[src/rtl/card_dealer.sv]
// Deals random cards without replacement from a single 52-card deck on request.
// Optional build macro: CARD_DEALER_FIXED_ORDER_EN (PICK starts at idx 0 for deterministic dealing).
module card_dealer #(
    parameter logic [15:0] LFSR_SEED = 16'hACE1
) (
    input  logic       clk,
    input  logic       rst,
    input  logic       shuffle,
    input  logic       draw_req,
    output logic       busy,
    output logic       card_valid,
    output logic [1:0] card_symbol,
    output logic [3:0] card_number,
    output logic [5:0] cards_left,
    output logic       deck_empty
);

    localparam int unsigned DECK_SIZE = 52;
    localparam int unsigned IDX_W     = 6;
    localparam int unsigned LFSR_W    = 16;
    localparam int unsigned SUIT_LEN  = 13;
    localparam logic [LFSR_W-1:0] LFSR_TAPS = 16'hB400;
    localparam logic [LFSR_W-1:0] SEED_EFF  = (LFSR_SEED == 16'h0000) ? 16'h0001 : LFSR_SEED;

    typedef enum logic [1:0] {
        IDLE = 2'd0,
        PICK = 2'd1,
        SCAN = 2'd2
    } state_e;

    state_e                 state_q, state_d;
    logic [LFSR_W-1:0]      lfsr_q, lfsr_d;
    logic [DECK_SIZE-1:0]   used_q, used_d;
    logic [IDX_W-1:0]       idx_q, idx_d;
    logic [IDX_W-1:0]       cards_left_q, cards_left_d;
    logic                   deck_empty_q, deck_empty_d;
    logic                   busy_q, busy_d;
    logic                   card_valid_q, card_valid_d;
    logic [1:0]             card_symbol_q, card_symbol_d;
    logic [3:0]             card_number_q, card_number_d;

    logic                   slot_used_c;
    logic [1:0]             sym_c;
    logic [IDX_W-1:0]       rem_c;
    logic [IDX_W-1:0]       pick_idx_c;

    // State register
    always_ff @(posedge clk) begin
        if (!rst) begin
            state_q <= IDLE;
        end else begin
            state_q <= state_d;
        end
    end

    assign slot_used_c = used_q[idx_q];

    // Next-state logic; shuffle aborts any deal in flight
    always_comb begin
        state_d = state_q;
        if (shuffle) begin
            state_d = IDLE;
        end else begin
            unique case (state_q)
                IDLE: if (draw_req && !deck_empty_q) state_d = PICK;
                PICK: state_d = SCAN;
                SCAN: if (!slot_used_c) state_d = IDLE;
                default: state_d = IDLE;
            endcase
        end
    end

    // Suit/rank from idx by compare-subtract against suit boundaries
    always_comb begin
        sym_c = 2'd0;
        rem_c = idx_q;
        if (idx_q >= IDX_W'(3 * SUIT_LEN)) begin
            sym_c = 2'd3;
            rem_c = idx_q - IDX_W'(3 * SUIT_LEN);
        end else if (idx_q >= IDX_W'(2 * SUIT_LEN)) begin
            sym_c = 2'd2;
            rem_c = idx_q - IDX_W'(2 * SUIT_LEN);
        end else if (idx_q >= IDX_W'(SUIT_LEN)) begin
            sym_c = 2'd1;
            rem_c = idx_q - IDX_W'(SUIT_LEN);
        end
    end

`ifdef CARD_DEALER_FIXED_ORDER_EN
    assign pick_idx_c = '0;
`else
    assign pick_idx_c = (lfsr_q[IDX_W-1:0] >= IDX_W'(DECK_SIZE))
                      ? lfsr_q[IDX_W-1:0] - IDX_W'(DECK_SIZE)
                      : lfsr_q[IDX_W-1:0];
`endif

    // Datapath and output next values
    always_comb begin
        lfsr_d        = {1'b0, lfsr_q[LFSR_W-1:1]} ^ (lfsr_q[0] ? LFSR_TAPS : '0);
        used_d        = used_q;
        idx_d         = idx_q;
        cards_left_d  = cards_left_q;
        card_valid_d  = 1'b0;
        card_symbol_d = card_symbol_q;
        card_number_d = card_number_q;
        if (shuffle) begin
            used_d       = '0;
            cards_left_d = IDX_W'(DECK_SIZE);
        end else begin
            unique case (state_q)
                PICK: idx_d = pick_idx_c;
                SCAN: begin
                    if (slot_used_c) begin
                        idx_d = (idx_q == IDX_W'(DECK_SIZE - 1)) ? '0 : idx_q + IDX_W'(1);
                    end else begin
                        used_d[idx_q] = 1'b1;
                        card_symbol_d = sym_c;
                        card_number_d = 4'(rem_c) + 4'd1;
                        card_valid_d  = 1'b1;
                        cards_left_d  = cards_left_q - IDX_W'(1);
                    end
                end
                default: ;
            endcase
        end
        deck_empty_d = (cards_left_d == '0);
        busy_d       = (state_d != IDLE);
    end

    // Datapath and output registers
    always_ff @(posedge clk) begin
        if (!rst) begin
            lfsr_q        <= SEED_EFF;
            used_q        <= '0;
            idx_q         <= '0;
            cards_left_q  <= IDX_W'(DECK_SIZE);
            deck_empty_q  <= 1'b0;
            busy_q        <= 1'b0;
            card_valid_q  <= 1'b0;
            card_symbol_q <= '0;
            card_number_q <= '0;
        end else begin
            lfsr_q        <= lfsr_d;
            used_q        <= used_d;
            idx_q         <= idx_d;
            cards_left_q  <= cards_left_d;
            deck_empty_q  <= deck_empty_d;
            busy_q        <= busy_d;
            card_valid_q  <= card_valid_d;
            card_symbol_q <= card_symbol_d;
            card_number_q <= card_number_d;
        end
    end

    assign busy        = busy_q;
    assign card_valid  = card_valid_q;
    assign card_symbol = card_symbol_q;
    assign card_number = card_number_q;
    assign cards_left  = cards_left_q;
    assign deck_empty  = deck_empty_q;

endmodule

[config.mk]
export PLATFORM = sky130hd
export DESIGN_NAME = card_dealer
export DESIGN_NICKNAME = d
export VERILOG_FILES = /design/src/rtl/card_dealer.sv
export SDC_FILE = /design/constraint.sdc
export NUM_CORES = 1
export LEC_CHECK = 0
export CAP_MARGIN = 20
export CORE_MARGIN = 2
export CORE_UTILIZATION = 65
export CTS_BUF_LIST = sky130_fd_sc_hd__clkbuf_16
export CTS_CLUSTER_DIAMETER = 150
export CTS_CLUSTER_SIZE = 14
export DETAILED_ROUTE_END_ITERATION = 10
export PLACE_DENSITY = 0.84
export SLEW_MARGIN = 40
export SYNTH_ARGS = -nofsm -noshare
export SYNTH_HDL_FRONTEND = slang
export SYNTH_SLANG_ARGS = --single-unit
[constraint.sdc]
create_clock -name clk -period 8.2 [get_ports clk]
set_clock_uncertainty 0.05 [all_clocks]
set_input_delay 1.64 -clock clk [delete_from_list [all_inputs] [get_ports clk]]
set_output_delay 1.64 -clock clk [all_outputs]
set_load 0.01 [all_outputs]
==> results.toml <==
[drt]
drt-vias-per-instance = 6.387
routedWlPerCell_um = 17.08
drc = 0
detail_route.iter0.violations = 347
via_count = 3436
drt_first_pass_iters = 5
wirelength_mm = 9.191
ant_nets = 0

[layout]
nets = 478
seqCellArea_sq_um = 1823
multi_input_area_sq_um = 2237
stdcell_area_sq_um = 4762
synthToLayoutAreaGrowth_pct = 11.03
antenna_cells = 0
drive_gt1_frac = 0.09978
n_fill_cell = 428

[synthesis]
synth_area_sq_um = 4289
syn_inst = 465
synth-edff-count = 0
async_flop_share = 0
synth.most_common_cell = "dfxtp_1"
ys_seq_area_frac = 0.4247
synth_common_cells = "dfxtp_1 (91), nor2_1 (78), a31oi_1 (38), clkbuf_1 (26)"
synth_top_area_frac = 0.4247
synth.avg_cell_area_sq_um = 9.224
syn_nets = 486
yosys.area.top_type = "dfxtp_1"
synthTopCellsByArea = "dfxtp_1 (42%), nor2_1 (6.8%), a31oi_1 (5.5%)"
ys_warn_count = 0
synth_flop_cell = "dfxtp_1"
ys_ff_latch = 91
ys_types = 60

[job]
drv_cap = 0

[timing]
rsz0062_at_grt = "false"
finalHoldViolCount = 0
finalCriticalPeriod_ns = 3.611
timing.final.ws_setup_ns = 4.589
period_share = 0.4404
slew_violations = 0
tightest_slew_ns = 0.7489
setup_viol = 0
relSlewSlack = 0.4992
max_freq_mhz = 276.9
finalSetupTns_ns = 0

[clocking]
clockBufferDepth = 2
cts-buffers-inserted = 9
cts-root-buf = "clkbuf_16"
h-tree-depth = 3
tritoncts = "built"
cts_setup_buffers = 0
cts_sinks = 91
cts_resized = 0
clk_pin_slew_ns = 0.06
hold_buffers = 0
clk_latency_ns = 0.34

[floorplanning]
die_y_um = 85.23
start_util = 0.6755
core-area_sq_um = 6350
core.rowCount = 29
num_io_pins = 19
die_w_um = 85.23
dieArea_sq_um = 7264

[worst_setup_path]
cp_data_arrival_time_ns = 3.80
critPathMaxStageDelay_ns = 0.96
endpoint_kind = "flip-flop"
path_class = "in -> reg"
r2r_slack_ns = 4.98
cp_max_fo = 21
start_kind = "input pin"
cp_cell_sequence = "clkdlybuf4s50_1 > inv_1 > nor2_1 > and2_1 > mux2i_1 > a2111oi_2"
slowest_stage = "clkdlybuf4s50_1"
ff2ff_path_depth = 10
cp_data_required_time_ns = 8.39

[power_and_ir_drop]
power.share.clock = 0.477
power_density_nw_per_um2 = 207.0
swShare = 0.2194
p_comb_frac = 0.059
ir_drop_mv = 0.1652
p_switching_mw = 0.2162
p_leak_nw = 1.711
seqPwrFrac = 0.464
p_int_mw = 0.7695

[hold_path]
hold_path.class = "reg -> reg"
worstHoldPathCells = 1

[grt]
grt_max_degree = 61
overflow = 0
grt_pass1_vias = 3314
grt_pass1_wl_mm = 15.57
grt_util_all_layers = 0.2671
antenna_found_initial = 0

[place]
place_ws_ns = 4.257
dp_hpwl_mm = 5.981
place.gp.congestion = 0.8173
portBuffers = 18
place_area_sq_um = 4423

[run_status]
status = "finished clean"
-- state kept, by name, summed over array words and instances, names as in the netlist, 2 cells and up --
register	flops
used_q	52
lfsr_q	16
cards_left	6
idx_q	6
card_number	4
card_symbol	2
state_q	2
-- metrics by stage --
step | std cells | hold slack (ns) | utilization | power [mW]
floorplan | 465 | 0.3363 | - | 0.5108
finish | 538 | 0.3566 | 0.7500 | 0.9857
global placement | 523 | 0.3393 | 0.6948 | 0.5217
CTS | 538 | 0.3596 | 0.7500 | 0.9857
global route | 538 | 0.3726 | 0.7500 | 1.016
detailed placement | 523 | 0.3440 | 0.6966 | 0.5240
-- logic make-up after synthesis --
group                      count (synthesis)  share of synthesized area
and+or+nand+nor                          159                     0.1835
AOI/OAI and AO/OA                        109                     0.1797
DFF                                       91                     0.4247
buffers and inverters                     57                    0.05659
muxes                                     23                    0.08752
adders and majority gates                 17                    0.04959
xor gates and xnor gates                   9                    0.01838
-- layer usage --
metal,part of all wire,vias up,wire length [um],track usage
met5,0,-,0,0
met4,0.015,0,136,0.09380
met3,0.064,14,590,0.05837
met2,0.48,154,4425,0.4389
met1,0.44,1626,4039,0.3492
li1,-,1642,-,-
-- path summary, 6_finish.rpt --
check / startpoint / endpoint
worst max-delay path: rst / deck_empty$_SDFF_PN0_
worst min-delay path: lfsr_q[12]$_SDFF_PN0_ / lfsr_q[11]$_SDFF_PN1_
worst max register to register: idx_q[0]$_SDFFE_PN0P_ / card_number[3]$_SDFFE_PN0P_
worst min register to register: lfsr_q[12]$_SDFF_PN0_ / lfsr_q[11]$_SDFF_PN1_
-- area by class of cell --
| class | instances | area share |
|---|---|---|
| Clock buffer | 9 | 0.04729 |
| Timing Repair Buffer | 21 | 0.04256 |
| Tap cell | 77 | 0.02023 |
| Sequential cell | 91 | 0.3828 |
| Inverter | 17 | 0.01340 |
| Clock inverter | 6 | 0.02391 |
| Multi-Input combinational cell | 317 | 0.4698 |
-- critical path: cells and delay by family --
kind	cells	cell delay (ns)
buffers and inverters	2	1.40
AOI/OAI and AO/OA	1	0.27
muxes	1	0.09
and+or+nand+nor	2	0.38
-- power by group through the flow --
stage	clock network [mW]	registers, mW	logic (mW)
floorplan	0	0.463	0.0475
global placement	0	0.467	0.0552
detailed placement	0	0.467	0.0569
CTS	0.471	0.457	0.0580
global route	0.494	0.458	0.0644
finish	0.470	0.457	0.0585
-- layout by cell type (no fill, tap or decap), types with 2 or more instances in the layout --
cell type	instances
a211o_1	2
a211oi_1	7
a21oi_1	16
a31o_2	3
a31oi_1	38
a41oi_1	8
and2_1	12
and3_1	3
buf_4	3
bufinv_16	3
clkbuf_16	9
clkdlybuf4s50_1	18
dfxtp_1	90
ha_1	17
inv_1	17
mux2_2	3
mux2i_1	9
mux4_2	10
nand2_1	15
nand2b_1	7
nand3_1	7
nor2_1	78
nor2b_1	11
nor3_1	7
nor3_2	2
nor4_1	2
o211ai_1	2
o21a_1	3
o21ai_0	11
o311a_1	3
o32ai_1	3
or2_2	2
or3_1	3
xnor2_1	8
Power figures use the tool's default switching activity.
